<file path="src/rtl/tank_input_ctrl.sv">
// Keyboard-to-tank command translator: decodes four HID keycodes into frame-aligned
// movement levels, edge-detected cooldown-limited fire pulses and a restart pulse.
module tank_input_ctrl #(
    parameter int unsigned COOLDOWN_FRAMES = 30
) (
    input  logic        Clk,
    input  logic        Reset,
    input  logic [31:0] keycode,
    input  logic        frame_tick,
    input  logic        game_active,
    output logic [3:0]  p1_move,
    output logic        p1_fire,
    output logic [3:0]  p2_move,
    output logic        p2_fire,
    output logic        restart
);

    localparam int unsigned CD_W    = $clog2(COOLDOWN_FRAMES + 1);
    localparam int unsigned KEYS    = 11;
    localparam int unsigned SLOTS   = 4;
    localparam int unsigned PLAYERS = 2;
    localparam int unsigned ENTER   = 10;
    localparam logic [CD_W-1:0] CD_LOAD = CD_W'(COOLDOWN_FRAMES);

    // Per player, bits [4:0] are {fire, fwd, back, rot_l, rot_r}; player 2 sits 5 bits up
    localparam logic [7:0] KEY_CODE [KEYS] = '{
        8'h07, 8'h04, 8'h16, 8'h1A, 8'h14,
        8'h0F, 8'h0D, 8'h0E, 8'h0C, 8'h18,
        8'h28
    };

    logic [KEYS-1:0]    cur_q, cur_d;
    logic [3:0]         move_q [PLAYERS];
    logic [3:0]         move_d [PLAYERS];
    logic [PLAYERS-1:0] fire_q, fire_d;
    logic [PLAYERS-1:0] prev_fire_q, prev_fire_d;
    logic [CD_W-1:0]    cd_q [PLAYERS];
    logic [CD_W-1:0]    cd_d [PLAYERS];
    logic               enter_q, enter_d;
    logic               restart_q, restart_d;

    // Opposing directions on one axis cancel each other
    function automatic logic [3:0] resolve(input logic [3:0] m);
        resolve = {m[3] & ~m[2], m[2] & ~m[3], m[1] & ~m[0], m[0] & ~m[1]};
    endfunction

    always_comb begin
        cur_d = '0;
        for (int k = 0; k < KEYS; k++) begin
            for (int s = 0; s < SLOTS; s++) begin
                if (keycode[8*s +: 8] == KEY_CODE[k]) begin
                    cur_d[k] = 1'b1;
                end
            end
        end
    end

    always_comb begin
        logic elig;
        for (int p = 0; p < PLAYERS; p++) begin
            move_d[p]      = move_q[p];
            fire_d[p]      = 1'b0;
            prev_fire_d[p] = prev_fire_q[p];
            cd_d[p]        = cd_q[p];
            elig = frame_tick & game_active & cur_q[5*p + 4] & ~prev_fire_q[p]
                 & (cd_q[p] == '0);
            if (frame_tick) begin
                move_d[p]      = resolve(cur_q[5*p +: 4]);
                prev_fire_d[p] = cur_q[5*p + 4];
                if (elig) begin
                    fire_d[p] = 1'b1;
                    cd_d[p]   = CD_LOAD;
                end else if (cd_q[p] != '0) begin
                    cd_d[p] = cd_q[p] - CD_W'(1);
                end
            end
            if (!game_active) begin
                move_d[p] = '0;
                cd_d[p]   = '0;
            end
        end
        enter_d   = cur_q[ENTER];
        restart_d = cur_q[ENTER] & ~enter_q;
    end

    always_ff @(posedge Clk) begin
        if (Reset) begin
            cur_q       <= '0;
            fire_q      <= '0;
            prev_fire_q <= '0;
            enter_q     <= 1'b0;
            restart_q   <= 1'b0;
            for (int p = 0; p < PLAYERS; p++) begin
                move_q[p] <= '0;
                cd_q[p]   <= '0;
            end
        end else begin
            cur_q       <= cur_d;
            fire_q      <= fire_d;
            prev_fire_q <= prev_fire_d;
            enter_q     <= enter_d;
            restart_q   <= restart_d;
            for (int p = 0; p < PLAYERS; p++) begin
                move_q[p] <= move_d[p];
                cd_q[p]   <= cd_d[p];
            end
        end
    end

    assign p1_move = move_q[0];
    assign p1_fire = fire_q[0];
    assign p2_move = move_q[1];
    assign p2_fire = fire_q[1];
    assign restart = restart_q;

endmodule

</file>
<file path="config.mk">
export PLATFORM = sky130hd
export DESIGN_NAME = tank_input_ctrl
export DESIGN_NICKNAME = d
export VERILOG_FILES = /design/src/rtl/tank_input_ctrl.sv
export SDC_FILE = /design/constraint.sdc
export NUM_CORES = 1
export LEC_CHECK = 0
export BUFFER_PORTS_ARGS = -buffer_cell sky130_fd_sc_hd__buf_2
export CAP_MARGIN = 0
export CORE_ASPECT_RATIO = 1.1
export CORE_UTILIZATION = 47
export CTS_CLUSTER_DIAMETER = 80
export DETAILED_ROUTE_END_ITERATION = 8
export GPL_TIMING_DRIVEN = 0
export PLACE_DENSITY = 0.81
export SYNTH_ARGS = -nofsm -noshare
export SYNTH_HDL_FRONTEND = slang
export SYNTH_SLANG_ARGS = --single-unit
</file>
<file path="constraint.sdc">
create_clock -name Clk -period 1.5 [get_ports Clk]
set_input_delay 0.15 -clock Clk [delete_from_list [all_inputs] [get_ports Clk]]
set_output_delay 0.15 -clock Clk [all_outputs]
set_load 0.005 [all_outputs]
</file>
[Word level (Yosys, flattened, before mapping)]
Memories as Yosys holds them, arrays and structs flattened.
Cells that the tools add are included.
W data, S select, Z words.
Operators by class
  eq/ne operators: 44
  add/sub/neg operators: 2
  reductions and logical operators: 5
  multiplexer cells: 65
  bitwise logic cells: 32
Operators with widths (number)
  $eq A8 B4 Y1 const B: 16
  $eq A8 B5 Y1 const B: 16
  $eq A8 B3 Y1 const B: 8
  $mux W5: 10
  $mux W1: 49
  $eq A8 B6 Y1 const B: 4
  $mux W4: 6
  $and A1 B1 Y1: 16
  $not A1 Y1: 12
  $logic_not A5 Y1: 2
  $reduce_bool A5 Y1: 2
  $sub A5 B1 Y5 const B: 2
  $or A1 B1 Y1: 4
  $reduce_or A2 Y1: 1
Word-level totals
  bits in writable memories: 18
  output and inout bits: 11
  bits in registers: 17
  word-level logic and storage cells: 155
  memories kept: 2
  bits of input ports: 36
Memory list
  cd_q: depth 2, bits a word 5, read ports 2, clocked after memory_dff 0, wr ports 2, RTL line 37  | logic [CD_W-1:0] cd_q [PLAYERS];
  move_q: depth 2, bits a word 4, read ports 2, clocked after memory_dff 0, wr ports 2, RTL line 33  | logic [3:0] move_q [PLAYERS];

[Depth between registers and ports, before layout]
  depth in word-level cells: 8
  gate-level depth with buffers: 6

[Least setup slack after synthesis]
OpenSTA, ideal clock, no wires.
  path type: reg2reg
  start: memory cd_q[0][0] (netlist name)
  end: memory cd_q[0][1] (netlist name)
  required time: 1.435 ns
  stages on the path, launching flop included: 7
  library setup time: 0.065 ns
  arrival time: 1.553 ns
  setup slack: -0.118 ns
  cells stage by stage: dfxtp_1 > inv_1 > ha_1 > or4b_4 > o21ai_2 > mux2_1 > nor2_1
RTL lines (RTL line)
  from (decl): 37

==> summary.md <==
| Metric | Value |
|---|---|
| Initial core utilization | `0.497` |
| Post-route insts no fill | `325` |
| Mean Syn Cell Area | `8.50 sq um` |
| Max_slew headroom | `0.441` |
| Avg Vias per Cell | `~5.7` |
| Final setup fails | `1` |
| Worst-Skew Late Latency | `290 ps` |
| Worst hold stages | `2` |
| Total clock buffers created by CTS | `5` |
| Ys Warns | `0` |
| Worst R2R End | `cd_q[0][1]` |
| Fraction of final layout cells sized beyond drive strength 1 | `0.298` |
| Synth Area in XOR/XNOR | `0` |
| WP data arrival | `1840 ps` |
| Number of global-route vias before repair | `1673` |
| Worst-Margin Slew | `832 ps` |
| PortBufs | `46` |
| Hold endpoint | `cur_q[2]` |
| CP max FO | `3` |
| Failing checks | `negative setup slack` |
| Die Y | `67.7 um` |
| Max Cap Viol | `0` |
| GPL Wtd Cong | `0.969` |
| Cell count after synthesis | `217` |
| Detailed Routing Iterations Pass 1 | `4` |
| CP startpoint kind | `flop` |
| Crit path largest cell delay | `480 ps` |
| Hold_buf cts | `0` |
| Area of the core | `3710 sq um` |
| Final-stage net count | `312` |
| Worst Hold Class | `input port to flop` |
| Post-synth EDFFs | `0` |
| Post-synth top cells | `35 x dfxtp_1, 19 x a21oi_1, 15 x nor2_1` |
| Avg WL per Cell | `13.9 um` |
| Post-synthesis sequential area ratio | `0.380` |
| Slowest-stage cell, CP | `or4b_4` |
| Crit path capture type | `flop` |
| Adder-Cell Fraction of Synth Area | `0.0136` |
| Worst Hold Launch | `Reset` |
| Worst clock skew | `3.71 ps` |
| Dpl hpwl | `3460 um` |
| Seq cells post-synth | `35` |
| Share of the synthesized area in the top cell type | `0.380` |
| TNS Setup | `-112 ps` |
| Die width | `61.7 um` |
| Post-Syn Area | `1850 sq um` |
| Final WL | `4500 um` |
| Largest family of logic cells by synthesized area | `simple AND/OR/NAND/NOR gates` |
| Final ANT Viol Nets | `0` |
| Final setup margin | `-112 ps` |
| Inst Count DP | `around 310` |
| First-pass GRT wire length | `7040 um` |
| Area after DPL | `approximately 2200 sq um` |
| P per Cell Area | `a little under 800 nW/um^2` |
| Via count | `1838` |
| Num Clock Sinks | `35` |
| Post-synthesis to final-layout area growth | `25.8%` |
| Die ar. | `4180 sq um` |
| Crit path from | `cd_q[0][0]` |
| CTS root buf | `clkbuf_8` |
| Cell variety after synth | `39` |
| Design area | `2320 sq um` |
| WP data required | `1720 ps` |
| Hold Worst Slack | `between 100 and 150 ps` |
| Largest net degree at the start of global routing | `13` |
| Fmax achieved | `slightly above 600 MHz` |
| Post-synthesis net count | `255` |
| Antenna Cells | `0` |
| Clock transition at path regs | `70 ps` |
| Final worst path period share | `1.07` |
| R2R setup slack | `-110 ps` |
| Ys flop type | `dfxtp_1` |
| Depth of the worst register-to-register path | `6` |
| GRT Overall Usage | `0.234` |
| Count leader, synth | `dfxtp_1` |
| Max-slew violation count | `0` |
| Area leader, netlist | `dfxtp_1` |
| Post-route DRC | `0` |
| Leakage | `~0.00085 uW` |
| Min cycle time layout | `1610 ps` |
| CTS tree | `built` |
| H-tree depth | `2` |
| Async SR Flop Fraction | `0` |
| Initial antenna violation count | `0` |
| GR Overflow Total | `0` |
| Area contributors post-synth | `dfxtp_1 38%, nand3b_1 5.3%, a21oi_1 5.2%` |
| Status | `complete, but fails checks` |
| FP Rows | `23` |
| Synth Area in Compound Gates | `0.163` |
| CTS Buffer Depth | `2` |
| Crit path cell chain | `inv_2, ha_4, or4b_4, o21ai_4, mux2_4, nor2_2` |
| # IOs | `47` |
| CP Class | `flop to flop` |
| Worst vdd ir | `between 0.3 and 0.4 mV` |
| Worst r2r src | `cd_q[0][0]` |
| Mux cell area share after synthesis | `0.0224` |
| Unrepaired setup endpoints after global routing | `yes` |
| Final hold vios | `0` |
| Final core occ | `0.625` |
| Initial DRC count | `73` |
| Post-Synth Simple-Gate Area | `0.394` |
## final cells by class
class / instances / area [sq um]
inverter: 7 / 26.3
fill: 322 / 1390
buffer: 6 / 23.8
multi-input combinational: 169 / 1150
timing repair buffer: 50 / 260
tap: 50 / 62.6
clock inverter: 3 / 20.0
sequential: 35 / 704
clock buffer: 5 / 68.8
## layout by cell type (no fill, tap or decap), types with 5 or more instances in the layout
cell      count
a21oi_1      18
a31oi_1      11
buf_2        47
clkbuf_8      5
dfxtp_1      32
nand2_1      11
nand2b_1     13
nand3_1       7
nand3b_1     13
nand4_1       5
nor2_1       14
nor2b_1      12
nor3_1       10
nor4b_1       6
## registers in the layout (all words and copies together) (netlist names)
signal,count
move_q,8
prev_fire_q,2
restart,1
cur_q,11
cd_q,10
fire_q,2
enter_q,1
## power breakdown
group          internal [uW]  switching [uW]  leakage, uW  total, uW
Clock                    323             348    0.0000402        670
Combinational           82.1             116     0.000530        198
Sequential               933            2.43     0.000283        935
## routing by layer
| metal | wire [um] | track usage |
|---|---|---|
| met5 | 0 | 0 |
| met4 | 177 | 0.131 |
| met3 | 211 | 0.0594 |
| met2 | 2280 | 0.417 |
| met1 | 1830 | 0.243 |
## worst max-delay path: cells and delay by family, from the launching register on
family	cells	cell delay, ps
mux	1	310
buf+inv	1	70
compound gates	1	150
flops	1	330
simple gates	2	550
fa+ha+maj	1	130
## worst max-delay path by stage
stage                 endpoint  slack [ps]  cells after the start
CTS                 cd_q[0][1]        -120                      6
floorplan           cd_q[0][1]         -60                      6
finish              cd_q[0][1]        -110                      6
detailed placement  cd_q[0][1]        -130                      6
global route        cd_q[0][1]        -190                      6
global placement    cd_q[0][1]        -120                      6
## per-stage QoR
step / worst slack, ps / power, uW
floorplan: -57.9 / 1050
global placement: -120 / 1150
detailed placement: -134 / 1150
CTS: -121 / 1810
global route: -189 / 1870
finish: -112 / 1800
## cell families (layout without fill, tap and decap cells)
| logic type | count (synthesis) | in the layout |
|---|---|---|
| fa+ha+maj | 2 | 2 |
| compound gates | 47 | 47 |
| simple gates | 116 | 116 |
| mux | 4 | 4 |
| flops | 35 | 35 |
| buf+inv | 13 | 71 |
## repair_timing
item                                   in CTS  in global routing
pin swaps                                   1                  1
endpoints found under the hold margin       0                  0
gates resized for setup                     5                  7
setup endpoints to repair                   5                  6
gates cloned                                0                  0
buffers inserted                            1                  3
Note: power is estimated with default switching activity, not from simulation.
